## config.mk

```make
export PLATFORM = sky130hd
export DESIGN_NAME = pdp8l_iop_seq
export DESIGN_NICKNAME = d
export VERILOG_FILES = /design/src/rtl/pdp8l_iop_seq_pkg.sv /design/src/rtl/pdp8l_sync2.sv /design/src/rtl/pdp8l_iop_seq.sv
export SDC_FILE = /design/constraint.sdc
export NUM_CORES = 1
export LEC_CHECK = 0
export ABC_AREA = 1
export CAP_MARGIN = 15
export CORE_MARGIN = 3
export CORE_UTILIZATION = 43
export DETAILED_ROUTE_END_ITERATION = 10
export HOLD_SLACK_MARGIN = 0.1
export PLACE_DENSITY = 0.74
export SLEW_MARGIN = 20
export SYNTH_ARGS = -nofsm -noshare
export SYNTH_HDL_FRONTEND = slang
export SYNTH_SLANG_ARGS = --single-unit
```

## constraint.sdc

```tcl
create_clock -name CLOCK -period 1.2 [get_ports CLOCK]
set_input_delay 0.36 -clock CLOCK [delete_from_list [all_inputs] [get_ports CLOCK]]
set_output_delay 0.36 -clock CLOCK [all_outputs]
set_load 0.02 [all_outputs]
```

## src/rtl/pdp8l_iop_seq_pkg.sv

```systemverilog
// ---------------------------------------------------------------------------
// pdp8l_iop_pkg
// Shared types and constants for the PDP-8/L IOP pulse sequencer:
//   - iop_state_e : sequencer states (IDLE, QUAL, ARMED, ACTIVE)
//   - FILTCYC_DEF : default deglitch length in synchronized cycles
//   - CNT_W       : filter counter width
//   - IOP1/IOP2/IOP4 : one-hot codes in {iop4,iop2,iop1} order
//   - iop_pick()  : priority select iop1 > iop2 > iop4
//   - iop_multi() : true when two or more IOP lines are active together
// ---------------------------------------------------------------------------
package pdp8l_iop_pkg;

    localparam int unsigned FILTCYC_DEF = 5;
    localparam int unsigned CNT_W       = 4;

    typedef enum logic [1:0] {
        IDLE   = 2'd0,
        QUAL   = 2'd1,
        ARMED  = 2'd2,
        ACTIVE = 2'd3
    } iop_state_e;

    localparam logic [2:0] IOP_NONE = 3'b000;
    localparam logic [2:0] IOP1     = 3'b001;
    localparam logic [2:0] IOP2     = 3'b010;
    localparam logic [2:0] IOP4     = 3'b100;

    function automatic logic [2:0] iop_pick(input logic [2:0] act);
        logic [2:0] sel;
        sel = IOP_NONE;
        if (act[0])      sel = IOP1;
        else if (act[1]) sel = IOP2;
        else if (act[2]) sel = IOP4;
        return sel;
    endfunction

    function automatic logic iop_multi(input logic [2:0] act);
        return (act[0] & act[1]) | (act[0] & act[2]) | (act[1] & act[2]);
    endfunction

endpackage

```

## src/rtl/pdp8l_sync2.sv

```systemverilog
// ---------------------------------------------------------------------------
// pdp8l_sync2
// Two-flop synchronizer with asynchronous active-low clear (output clears
// to 0).
//   clk_i  : destination clock
//   rst_ni : asynchronous active-low clear
//   d_i    : asynchronous input
//   q_o    : synchronized output
// ---------------------------------------------------------------------------
module pdp8l_sync2 (
    input  logic clk_i,
    input  logic rst_ni,
    input  logic d_i,
    output logic q_o
);

    logic meta_q;
    logic sync_q;

    always_ff @(posedge clk_i or negedge rst_ni) begin
        if (!rst_ni) begin
            meta_q <= 1'b0;
            sync_q <= 1'b0;
        end else begin
            meta_q <= d_i;
            sync_q <= meta_q;
        end
    end

    assign q_o = sync_q;

endmodule

```

## src/rtl/pdp8l_iop_seq.sv

```systemverilog
// ---------------------------------------------------------------------------
// pdp8l_iop_seq
// Synchronizes and deglitches the raw PDP-8/L IOP1/IOP2/IOP4 pulses and
// produces one-cycle iopstart/iopstop strobes with a latched IOT opcode.
//
// Parameters:
//   FILTCYC   : consecutive synchronized cycles a level must hold (1..15)
// Ports:
//   CLOCK     : fabric clock
//   _RESET    : asynchronous active-low reset
//   _iop1/2/4 : raw active-low IOP pulses from the CPU
//   mbin      : CPU memory buffer (IOT instruction during an IOP)
//   armwrite  : ARM register-write strobe; defers iopstart by a cycle
//   nanocycle, nanostep : only with PDP8L_IOP_NANOSTEP_EN defined
//   iopstart  : one-cycle pulse, accepted IOP has begun
//   iopstop   : one-cycle pulse, accepted IOP has ended
//   ioopcode  : mbin latched at acceptance
//   iopsel    : one-hot {iop4,iop2,iop1} of the IOP in progress
//   ioperr    : sticky, two or more IOPs seen at once
//
// Optional feature macro: PDP8L_IOP_NANOSTEP_EN
//   When defined, nanocycle=1 makes the sequencer advance only on cycles
//   where nanostep rises; synchronizers and ioperr always run.
// ---------------------------------------------------------------------------
module pdp8l_iop_seq
    import pdp8l_iop_pkg::*;
#(
    parameter int unsigned FILTCYC = FILTCYC_DEF
) (
    input  logic        CLOCK,
    input  logic        _RESET,
    input  logic        _iop1,
    input  logic        _iop2,
    input  logic        _iop4,
    input  logic [11:0] mbin,
    input  logic        armwrite,
`ifdef PDP8L_IOP_NANOSTEP_EN
    input  logic        nanocycle,
    input  logic        nanostep,
`endif
    output logic        iopstart,
    output logic        iopstop,
    output logic [11:0] ioopcode,
    output logic [2:0]  iopsel,
    output logic        ioperr
);

    localparam logic [CNT_W-1:0] FILT = CNT_W'(FILTCYC);

    // Inverted ahead of the synchronizer so a cleared synchronizer reads as
    // "not asserted"; a line held low across reset is re-qualified from 0.
    logic [2:0] iop_s;

    pdp8l_sync2 u_sync_iop1 (.clk_i(CLOCK), .rst_ni(_RESET), .d_i(~_iop1), .q_o(iop_s[0]));
    pdp8l_sync2 u_sync_iop2 (.clk_i(CLOCK), .rst_ni(_RESET), .d_i(~_iop2), .q_o(iop_s[1]));
    pdp8l_sync2 u_sync_iop4 (.clk_i(CLOCK), .rst_ni(_RESET), .d_i(~_iop4), .q_o(iop_s[2]));

    iop_state_e       state_q;
    logic [CNT_W-1:0] cnt_q;
    logic [CNT_W-1:0] cnt_d;
    logic [2:0]       cand_q;
    logic             cand_hit;
    logic             adv;
    logic             iopstart_q;
    logic             iopstop_q;
    logic [11:0]      ioopcode_q;
    logic [2:0]       iopsel_q;
    logic             ioperr_q;

`ifdef PDP8L_IOP_NANOSTEP_EN
    logic nanostep_q;

    always_ff @(posedge CLOCK or negedge _RESET) begin
        if (!_RESET) nanostep_q <= 1'b0;
        else         nanostep_q <= nanostep;
    end

    assign adv = nanocycle ? (nanostep & ~nanostep_q) : 1'b1;
`else
    assign adv = 1'b1;
`endif

    always_comb begin
        cand_hit = |(iop_s & cand_q);
        cnt_d    = (cnt_q == '1) ? cnt_q : cnt_q + 1'b1;
    end

    always_ff @(posedge CLOCK or negedge _RESET) begin
        if (!_RESET) begin
            state_q    <= IDLE;
            cnt_q      <= '0;
            cand_q     <= IOP_NONE;
            iopstart_q <= 1'b0;
            iopstop_q  <= 1'b0;
            ioopcode_q <= '0;
            iopsel_q   <= IOP_NONE;
            ioperr_q   <= 1'b0;
        end else begin
            iopstart_q <= 1'b0;
            iopstop_q  <= 1'b0;

            if (iop_multi(iop_s)) ioperr_q <= 1'b1;

            if (adv) begin
                unique case (state_q)
                    IDLE: begin
                        if (|iop_s) begin
                            cand_q  <= iop_pick(iop_s);
                            cnt_q   <= CNT_W'(1);
                            state_q <= (FILT <= CNT_W'(1)) ? ARMED : QUAL;
                        end
                    end
                    QUAL: begin
                        if (!cand_hit) begin
                            cnt_q   <= '0;
                            state_q <= IDLE;
                        end else begin
                            cnt_q <= cnt_d;
                            if (cnt_d >= FILT) state_q <= ARMED;
                        end
                    end
                    ARMED: begin
                        ioopcode_q <= mbin;
                        iopsel_q   <= cand_q;
                        cnt_q      <= '0;
                        if (!armwrite) begin
                            iopstart_q <= 1'b1;
                            state_q    <= ACTIVE;
                        end
                    end
                    ACTIVE: begin
                        // The stop strobe fires one cycle after the low count
                        // reaches FILTCYC, mirroring the ARMED cycle on entry.
                        if (cnt_q >= FILT) begin
                            iopstop_q <= 1'b1;
                            iopsel_q  <= IOP_NONE;
                            cnt_q     <= '0;
                            state_q   <= IDLE;
                        end else if (cand_hit) begin
                            cnt_q <= '0;
                        end else begin
                            cnt_q <= cnt_d;
                        end
                    end
                    default: state_q <= IDLE;
                endcase
            end
        end
    end

    assign iopstart = iopstart_q;
    assign iopstop  = iopstop_q;
    assign ioopcode = ioopcode_q;
    assign iopsel   = iopsel_q;
    assign ioperr   = ioperr_q;

endmodule

```

======== After elaboration in Yosys (flattened, before gate mapping) ========
Cells that the tools add are included.
storage, ports and cells
  bits in registers ....................... 33
  latch bits .............................. 0
  RAM bits ................................ 0
  bits in read-only memories .............. 0
  word-level logic and storage cells ...... 62
  memories ................................ 0
cells by class
  add/sub/neg operators ................... 1
  multiply operators ...................... 0
  divide/modulo/power cells ............... 0
  order comparisons ....................... 2
  eq/ne operators ......................... 8
  shifts and indexed selects .............. 0
  mux-type cells .......................... 21
  bitwise gates (word level) .............. 9
  reduce and logical (&&, ||, !) cells .... 7
operators with widths
  operator                                                           count
  two-way mux 4 bit                                                  5
  case mux 4 bit (4 select lines)                                    1
  two-way mux 3 bit                                                  4
  two-way mux 2 bit                                                  5
  greater-or-equal comparator 4 x 3 -> 1 bit, second input constant  2
  case mux 2 bit (4 select lines)                                    1
  inequality test 2 bit, second input constant                       3
  case mux 3 bit (2 select lines)                                    1
  OR reduction 3 bit                                                 2
  adder 4 x 1 -> 4 bit, second input constant                        1
  equality test 2 bit, second input constant                         2
  equality test 4 bit, second input constant                         1
  two-way mux 1 bit                                                  4
  AND reduction 2 bit                                                2
  AND reduction 4 bit                                                1
  AND 1 bit                                                          3
  AND 3 bit                                                          1
  inequality test 3 bit, second input constant                       1
  inverter 1 bit                                                     3
  equality test 2 x 1 -> 1 bit, second input constant                1
  zero test 2 bit                                                    1
  bitwise OR 1 bit                                                   2
  nonzero test 2 bit                                                 1

======== Depth between registers and ports, before layout ========
Gate-level depths: netlist of run 1.
  depth in word-level cells ............... 6
  gate-level depth with buffers ........... 11
  depth with buffers taken out ............ 11

======== By module ========
Synthesis of run 1 repeated with hierarchy kept, for this count alone.
unflattened totals
  cells, all modules ...................... 139
  area, all modules ....................... 1466.4 um^2
by module, submodules not included
  module         instances  cells an instance  area each (um^2)  seq. area each (um^2)
  pdp8l_iop_seq  1          133                1316.3            675.6
  pdp8l_sync2    3          2                  50.0              50.0

======== Least setup slack after synthesis of run 1 ========
OpenSTA, ideal clock, no wires.
  path kind ............................... flip-flop to flip-flop
  start point ............................. register cnt_q[0]
  end point ............................... register state_q[0]
  data arrival time ....................... 1235 ps
  data required time ...................... 1084 ps
  slack ................................... -152 ps
  cell stages (with the launch flop) ...... 9
  path buffers ............................ 0
  cell sequence ........................... dfrtp_1 > ha_1 > nand2_1 > inv_1 > o21ai_1 > nand2_1 > nand2_1 > nand3_1 > nor2b_4
between the ends
  word-level cells in the longest chain between the ends .. 5
  elaborated cells between the ends (all ways) .. 8
  classes of those cells .................. add/sub (1); order compare (2); eq/ne (3); mux (1); reduce/logical (1)
ends and longest elaborated chain
  item                                                                line                  source
  start: declaration                                                  pdp8l_iop_seq.sv:59   logic [CNT_W-1:0] cnt_q;
  start signal: assignment                                            pdp8l_iop_seq.sv:118  cnt_q <= cnt_d;
  start signal: assignment                                            pdp8l_iop_seq.sv:142  cnt_q <= cnt_d;
  adder 4 x 1 -> 4 bit / equality test 4 bit (equally long branches)  pdp8l_iop_seq.sv:85   cnt_d = (cnt_q == '1) ? cnt_q : cnt_q + 1'b1;
  two-way mux 4 bit                                                   pdp8l_iop_seq.sv:85
  greater-or-equal comparator 4 x 3 -> 1 bit                          pdp8l_iop_seq.sv:119  if (cnt_d >= FILT) state_q <= ARMED;
  inequality test 3 bit (no line)                                     -
  AND reduction 4 bit (no line) (*)                                   -
  end signal: assignment                                              pdp8l_iop_seq.sv:110  state_q <= (FILT <= CNT_W'(1)) ? ARMED : QUAL;
  end: declaration                                                    pdp8l_iop_seq.sv:58   iop_state_e state_q;
Every way passes the cells marked *; elsewhere a longest branch is shown, timed or not.
A chain may end at the register's enable or synchronous reset.

==> results by group, run 1 <==
Clock network
  – Largest buffer count on any clock path: 2
  – CTS H-tree lvls: 2
  – Clock Latency Late Sink: 0.34 ns
  – CTS root buf: clkbuf_4
  – CTS tree: yes
  – Clk pin slew, worst setup/hold paths: ~0.11 ns
  – Cts hold-fix bufs: 0
  – Number of CTS-inserted buffers: 5
  – CTS sink cnt: 33

Die
  – Core area: ~3200 sq um
  – Initial Util: 46.51%
  – Die Wd: between 60 and 70 um
  – Die Ht: 64.40 um
  – Row Count: 20
  – Number of placed I/O pins: 36
  – Die area: approximately 4100 sq um

STA
  – Worst Max-Slew Pin Slew: about 0.29 ns
  – Final setup skew: between 0.01 and 0.015 ns
  – Max Fclk: around 0.67 GHz
  – Setup-failing EPs final: 32
  – Crit share post-route: 125.1%
  – Relative slew margins: approximately four fifths
  – Final hold vios: 0
  – RSZ-0062 raised after global routing: yes
  – Max Slew Vio Count: 0
  – Setup WS post-layout: -0.3014 ns
  – Tmin final: about 1.5 ns

Outcome
  – Violated checks: negative setup slack
  – Status: finished, violations left

Drt
  – Drc violations: 0
  – Final antenna-violating net count: 0
  – Via density: 4.969
  – Routed WL: ~3700 um
  – Initial DRC Count: 80
  – Via Count: approximately 1300
  – Avg WL per Cell: ~15 um
  – 1st-pass router iterations: 4

Place
  – Post-DP HPWL: 2316 um
  – Gpl congestion: 0.8473
  – IO buf count: 35
  – DP Cell Count: 235
  – Place WS: -0.2596 ns

Synthesis
  – Share of the synthesized area in the top cell type: ~56%
  – Post-synth EDFFs: 0
  – Mapped Cells: 139
  – Async SR Flop Fraction: 100.0%
  – Synth unique cells: 23
  – Count leader, synth: dfrtp_1
  – Syn. warnings: 0
  – Multiplexer area fraction after synthesis: 9.215%
  – Sequential-to-total area share from yosys stat: 56.31%
  – Post-Synth XOR/XNOR Area: 0%
  – Synthesized area: ~1500 sq um
  – Syn Nets: 160
  – Dominant synthesized flop cell: dfrtp_1
  – Post-synthesis adder-cell area fraction: roughly 2.6%
  – Largest cells by area after synthesis: dfrtp_1 56%, inv_1 4.6%, nand2_1 4.6%, mux2_1 4.6%, mux2_2 4.6%
  – #FFs+latches synth: 33
  – Simple-gate portion of the synthesized area: between 10% and 20%
  – Largest family of logic cells by synthesized area: simple AND/OR/NAND/NOR gates
  – Mean Syn Cell Area: 10.55 sq um
  – Compound-Gate Fraction of Synth Area: under 10%
  – Area leader, netlist: dfrtp_1
  – Most frequent cells after synthesis: 33 x dfrtp_1, 18 x inv_1, 18 x nand2_1

Global routing
  – Grt total ovfl: 0
  – Initial antenna violation count: 0
  – Largest net degree at the start of global routing: 34
  – Number of global-route vias before repair: between 1000 and 1500
  – Gr usage total: approximately a fifth
  – First-pass GRT wire length: between 6000 and 7000 um

Critical path
  – R2R depth: 11
  – R2R Setup Slk: -0.30 ns
  – Setup crit start kind: register
  – WP data required: ~1.4 ns
  – CP Launch Point: cnt_q[1]$_DFFE_PN0P_
  – R2R Path Start: cnt_q[1]$_DFFE_PN0P_
  – Max FO, Critical Path: 6
  – Worst Path Class, Setup: reg2reg
  – Setup crit end kind: register
  – Worst path arrival time: 1.74 ns

Layout
  – Share of layout cells above drive strength 1: between 40% and 50%
  – FILL cells: between 200 and 250
  – Area Overhead vs Synth: 58.53%
  – Number of diodes: 0
  – Seq. cell area: 829.5 sq um
  – Layout Nets: 230
  – Area of the multi-input gates: 668.1 sq um
  – Fin cells: 254

Power
  – Leakage: about 1.1 nW
  – VDD IR max: between 1.5 and 2 mV
  – Power per cell area: 2466 nW/um^2

Hold path
  – HP Class: reg2reg
  – Hold Path End: u_sync_iop4.q_o$_DFF_PN0_
  – Hold Crit Depth: 0
  – Hold_sp: u_sync_iop4.meta_q$_DFF_PN0_

Run
  – Max Cap Violations: 0
[worst max-delay path by stage]
stage / endpoint / cells after the start
final: register / 11
after CTS: state_q[0]$_DFFE_PN0P_ / 10
after global placement: state_q[0]$_DFFE_PN0P_ / 6
after detailed placement: state_q[0]$_DFFE_PN0P_ / 6
after global routing: register / 11
after floorplan: state_q[0]$_DFFE_PN0P_ / 9
[registers in the layout, indices dropped and copies added, names as in the netlist, 3 cells and up, named ones only]
signal and flops:
iopsel 3, ioopcode 12, cnt_q 4, cand_q 3
[repair_timing]
item | 4_1_cts | 5_1_grt
buffers inserted | 5 | 5
pin swaps | 8 | 9
gates resized for setup | 123 | 18
endpoints found under the setup margin | 42 | 43
gates cloned | 1 | 0
[metal layers]
layer  vias to the layer above  part of all wire [%]  global-route usage (%)  routed length [um]
met5                         -                     0                       0                   0
met4                         0                   2.2                   7.652                  81
met3                         8                   6.6                   7.381                 243
met2                        46                    55                   34.92                2046
met1                       612                    36                   19.55                1334
li1                        596                     -                       -                   -
[cells in the final DEF (no fill, tap or decap), drive strengths merged]
master         instances
a21oi                  5
buf                   47
bufinv                 1
clkbuf                 7
clkdlybuf4s50         17
dfrtp                 33
ha                     3
inv                   20
mux2                  12
nand2                 23
nand3                 11
nand4                  2
nor2                  14
nor2b                  1
nor3                   1
o21ai                  9
o22ai                  4
[where the power goes]
part	total, mW	internal [mW]	switching [mW]
registers	1.88	1.51	0.377
logic	2.98	1.53	1.45
clock network	0.868	0.497	0.370
[worst max-delay path, cell delays in order (launching register included)]
cell	delay [ns]
dfrtp_1	0.41
buf_6	0.12
ha_4	0.18
nand3_4	0.11
nand2_2	0.12
nand2_2	0.06
nand2_2	0.07
nand2_2	0.05
nand2_2	0.08
nand3_2	0.08
nand2_2	0.07
nand2_1	0.06
[cell type report]
cell class / instances / area share, %
Sequential cell: 33 / 35.68
Multi-Input combinational cell: 85 / 28.74
Timing Repair Buffer: 64 / 26.10
Inverter: 20 / 3.445
Clock buffer: 7 / 2.368
Tap cell: 44 / 2.368
Clock inverter: 1 / 1.292
[cells by family after synthesis]
family          after synthesis
mux                          12
simple gates                 51
buf+inv                      22
fa+ha+maj                     3
flops                        33
compound gates               18
[through the flow]
step	util [%]	area [sq um]	power, mW	hold WS [ns]	TNS (ns)
after global routing	73.73	2325	6.098	0.3716	-4.655
after detailed placement	63.65	2007	4.166	0.3355	-4.215
final	73.73	2325	5.732	0.3555	-2.760
after CTS	70.71	2230	5.431	0.3573	-2.867
after global placement	63.65	2007	4.078	0.3350	-3.310
after floorplan	-	1469	3.107	0.06441	-0.4243
No activity file was read; power rests on OpenSTA's default activity.
==> run 2: changes to the inputs <==
- CORE_UTILIZATION: 43 -> 52
- PLACE_DENSITY: 0.74 -> 0.93
- SKIP_CTS_REPAIR_TIMING: not set -> 1
- clock period: 1.2 -> 1.9 ns (I/O delays scaled with it)
==> run 2 against run 1 <==
Against the previous run:
- the run now ends clean
- global-route usage rose by 2.3 points
- register-to-register slack better by 0.62 ns
- design area shrank 17%
- critical path type is now reg2out
- count of clock-buffer cells in the layout up 1
- sequential share of layout area grew 7.3 points
- largest cell class unchanged
- highest routed layer unchanged
==> results by group, run 2 (synthesis results as in run 1) <==
Outcome
  – Status: completed

Layout
  – Share of layout cells above drive strength 1: 15.47% (-33 points)
  – FILL cells: 163 (-24%)
  – Fin cells: 211 (-17%)
  – Layout Nets: 201 (-13%)
  – Most frequent cells in the layout: 33 x dfrtp_1, 22 x clkdlybuf4s50_1, 18 x inv_1, 18 x nand2_1, 13 x dlymetal6s2s_1
  – Most common cell after layout, fill and taps aside: dfrtp_1
  – Max reg flops: 12 (unchanged)
  – Area Overhead vs Synth: 30.97%
  – Number of diodes: 0 (unchanged)
  – Final core utilization: 74.81% (+1.1 points)

Place
  – DP Cell Count: 203 (-14%)
  – Place WS: 0.2026 ns (+0.4622 ns)
  – Gpl congestion: 0.7730 (-8.8%)
  – Post-DP HPWL: 2407 um (+3.9%)
  – IO buf count: 35 (unchanged)

Critical path
  – Crit-path slowest cell: clkdlybuf4s50_1
  – Delay-heaviest family, CP: buffers and inverters
  – Worst path depth: 1 (-10)
  – Setup crit end kind: output pin
  – R2R depth: 9 (-2)
  – Worst Path Class, Setup: reg2out
  – Max FO, Critical Path: 1 (-5)
  – RR Endpoint: state_q[0]$_DFFE_PN0P_
  – Cell Chain, Critical Path: clkdlybuf4s50_1
  – Setup crit start kind: register
  – WP data required: 1.33 ns (-0.11 ns)
  – CP Buf/Inv Count: 1 (unchanged)
  – Worst path arrival time: 1.30 ns (-0.44 ns)
  – R2R Setup Slk: 0.32 ns (+0.62 ns)
  – Slowest cell delay on critical path: 0.63 ns (+0.22 ns)
  – R2R Path Start: cnt_q[0]$_DFFE_PN0P_

Clock network
  – CTS tree: yes
  – Clk pin slew, worst setup/hold paths: 0.09 ns (-0.02 ns)
  – CTS root buf: clkbuf_4
  – Number of CTS-inserted buffers: 5 (unchanged)
  – CTS sink cnt: 33 (unchanged)
  – Largest buffer count on any clock path: 2 (unchanged)
  – CTS H-tree lvls: 2 (unchanged)
  – Clock Latency Late Sink: 0.33 ns (about the same)

Power
  – Power per cell area: 1480 nW/um^2 (-40%)
  – VDD IR max: 1.089 mV (-43%)
  – Pwr Total: 2.843 mW (-50%)
  – Leakage: 0.9925 nW (-8.8%)

Hold path
  – Hold Path End: u_sync_iop1.q_o$_DFF_PN0_
  – Hold_sp: u_sync_iop1.meta_q$_DFF_PN0_
  – Hold Crit Depth: 0 (unchanged)
  – HP Class: reg2reg

STA
  – Max Slew Vio Count: 0 (unchanged)
  – Total negative setup slack: 0 ns (+2.760 ns)
  – Setup WS post-layout: 0.02508 ns (+0.3265 ns)
  – Tmin final: ~1.9 ns
  – Relative slew margins: 72.88% (-7.8 points)
  – Crit share post-route: just under 100%
  – Final setup skew: 0.01555 ns (+0.001781 ns)
  – Setup-failing EPs final: 0 (-100%)
  – Final hold vios: 0 (unchanged)
  – Worst Max-Slew Pin Slew: 0.4068 ns (+0.1177 ns)
  – Max Fclk: 0.5334 GHz

Die
  – Die Ht: 59.11 um (-8.2%)
  – Die Wd: 59.11 um (-8.2%)
  – Die area: 3493 sq um (-16%)
  – Core area: 2567 sq um (-19%)
  – Number of placed I/O pins: 36 (unchanged)
  – Row Count: 18 (-10%)
  – Initial Util: 57.12% (+11 points)

Global routing
  – First-pass GRT wire length: 5492 um (-9.2%)
  – Grt total ovfl: 0 (unchanged)
  – Number of global-route vias before repair: 1188 (-12%)
  – Largest net degree at the start of global routing: 34 (unchanged)
  – Gr usage total: 21.56% (+2.3 points)
  – Initial antenna violation count: 0 (unchanged)

Drt
  – Drc violations: 0 (unchanged)
  – Avg WL per Cell: 16.07 um (+10%)
  – Via Count: 1165 (-7.7%)
  – Final antenna-violating net count: 0 (unchanged)
  – Via density: 5.521 (+11%)
  – 1st-pass router iterations: 4 (unchanged)
  – Routed WL: 3391 um (-8.5%)
  – Initial DRC Count: 50 (-38%)

Run
  – Max Cap Violations: 0 (unchanged)
-- run 2: cell count changes in the layout (fill, tap and decap cells not counted), sizes merged --
cell,previous run,this run
buf,47,1
dlymetal6s2s,0,13
nand2,23,22
clkdlybuf4s50,17,22
clkbuf,7,8
bufinv,1,0
-- run 2: final cells by class --
| type | instances | area [sq um] | share of cell area (%) |
|---|---|---|---|
| repair buffers | 36 | 390.4 | 20.33 |
| flip-flops and latches | 33 | 825.8 | 43.00 |
| well taps | 30 | 37.54 | 1.954 |
| multi-input cells | 84 | 543.0 | 28.27 |
| inverters | 20 | 75.07 | 3.909 |
| clock buffers | 8 | 48.80 | 2.541 |
-- run 2: per-stage QoR --
| step | area [sq um] | hold WS (ns) |
|---|---|---|
| 3_3_place_gp | 1839 | 0.3323 |
| 6_report | 1921 | 0.3583 |
| 3_5_place_dp | 1839 | 0.3404 |
| 2_1_floorplan | 1466 | 0.2744 |
| 5_1_grt | 1921 | 0.3616 |
| 4_1_cts | 1888 | 0.3604 |
-- run 2: how the worst max path moves through the flow --
stage / slack, ns / end / startpoint
finish: 0.03 / iopstart / iopstart$_DFF_PN0_
floorplan: 0.55 / state_q[0]$_DFFE_PN0P_ / cnt_q[0]$_DFFE_PN0P_
global placement: 0.26 / state_q[0]$_DFFE_PN0P_ / armwrite
detailed placement: 0.20 / state_q[0]$_DFFE_PN0P_ / armwrite
CTS: -0.003 / ioopcode[0] / ioopcode[0]$_DFFE_PN0P_
global route: -0.03 / iopstart / iopstart$_DFF_PN0_
-- run 2: power breakdown --
| part | internal, mW | leakage, nW | switching, mW |
|---|---|---|---|
| Combinational | 0.596 | 0.565 | 0.745 |
| Clock | 0.147 | 0.0265 | 0.219 |
| Sequential | 0.944 | 0.401 | 0.192 |
-- run 2: layer usage --
layer	vias to the layer above	part of all wire [%]	global-route usage, %
met5	-	0	0
met4	0	1.4	7.767
met3	6	8.6	8.497
met2	60	51	36.12
met1	563	39	25.00
li1	536	-	-
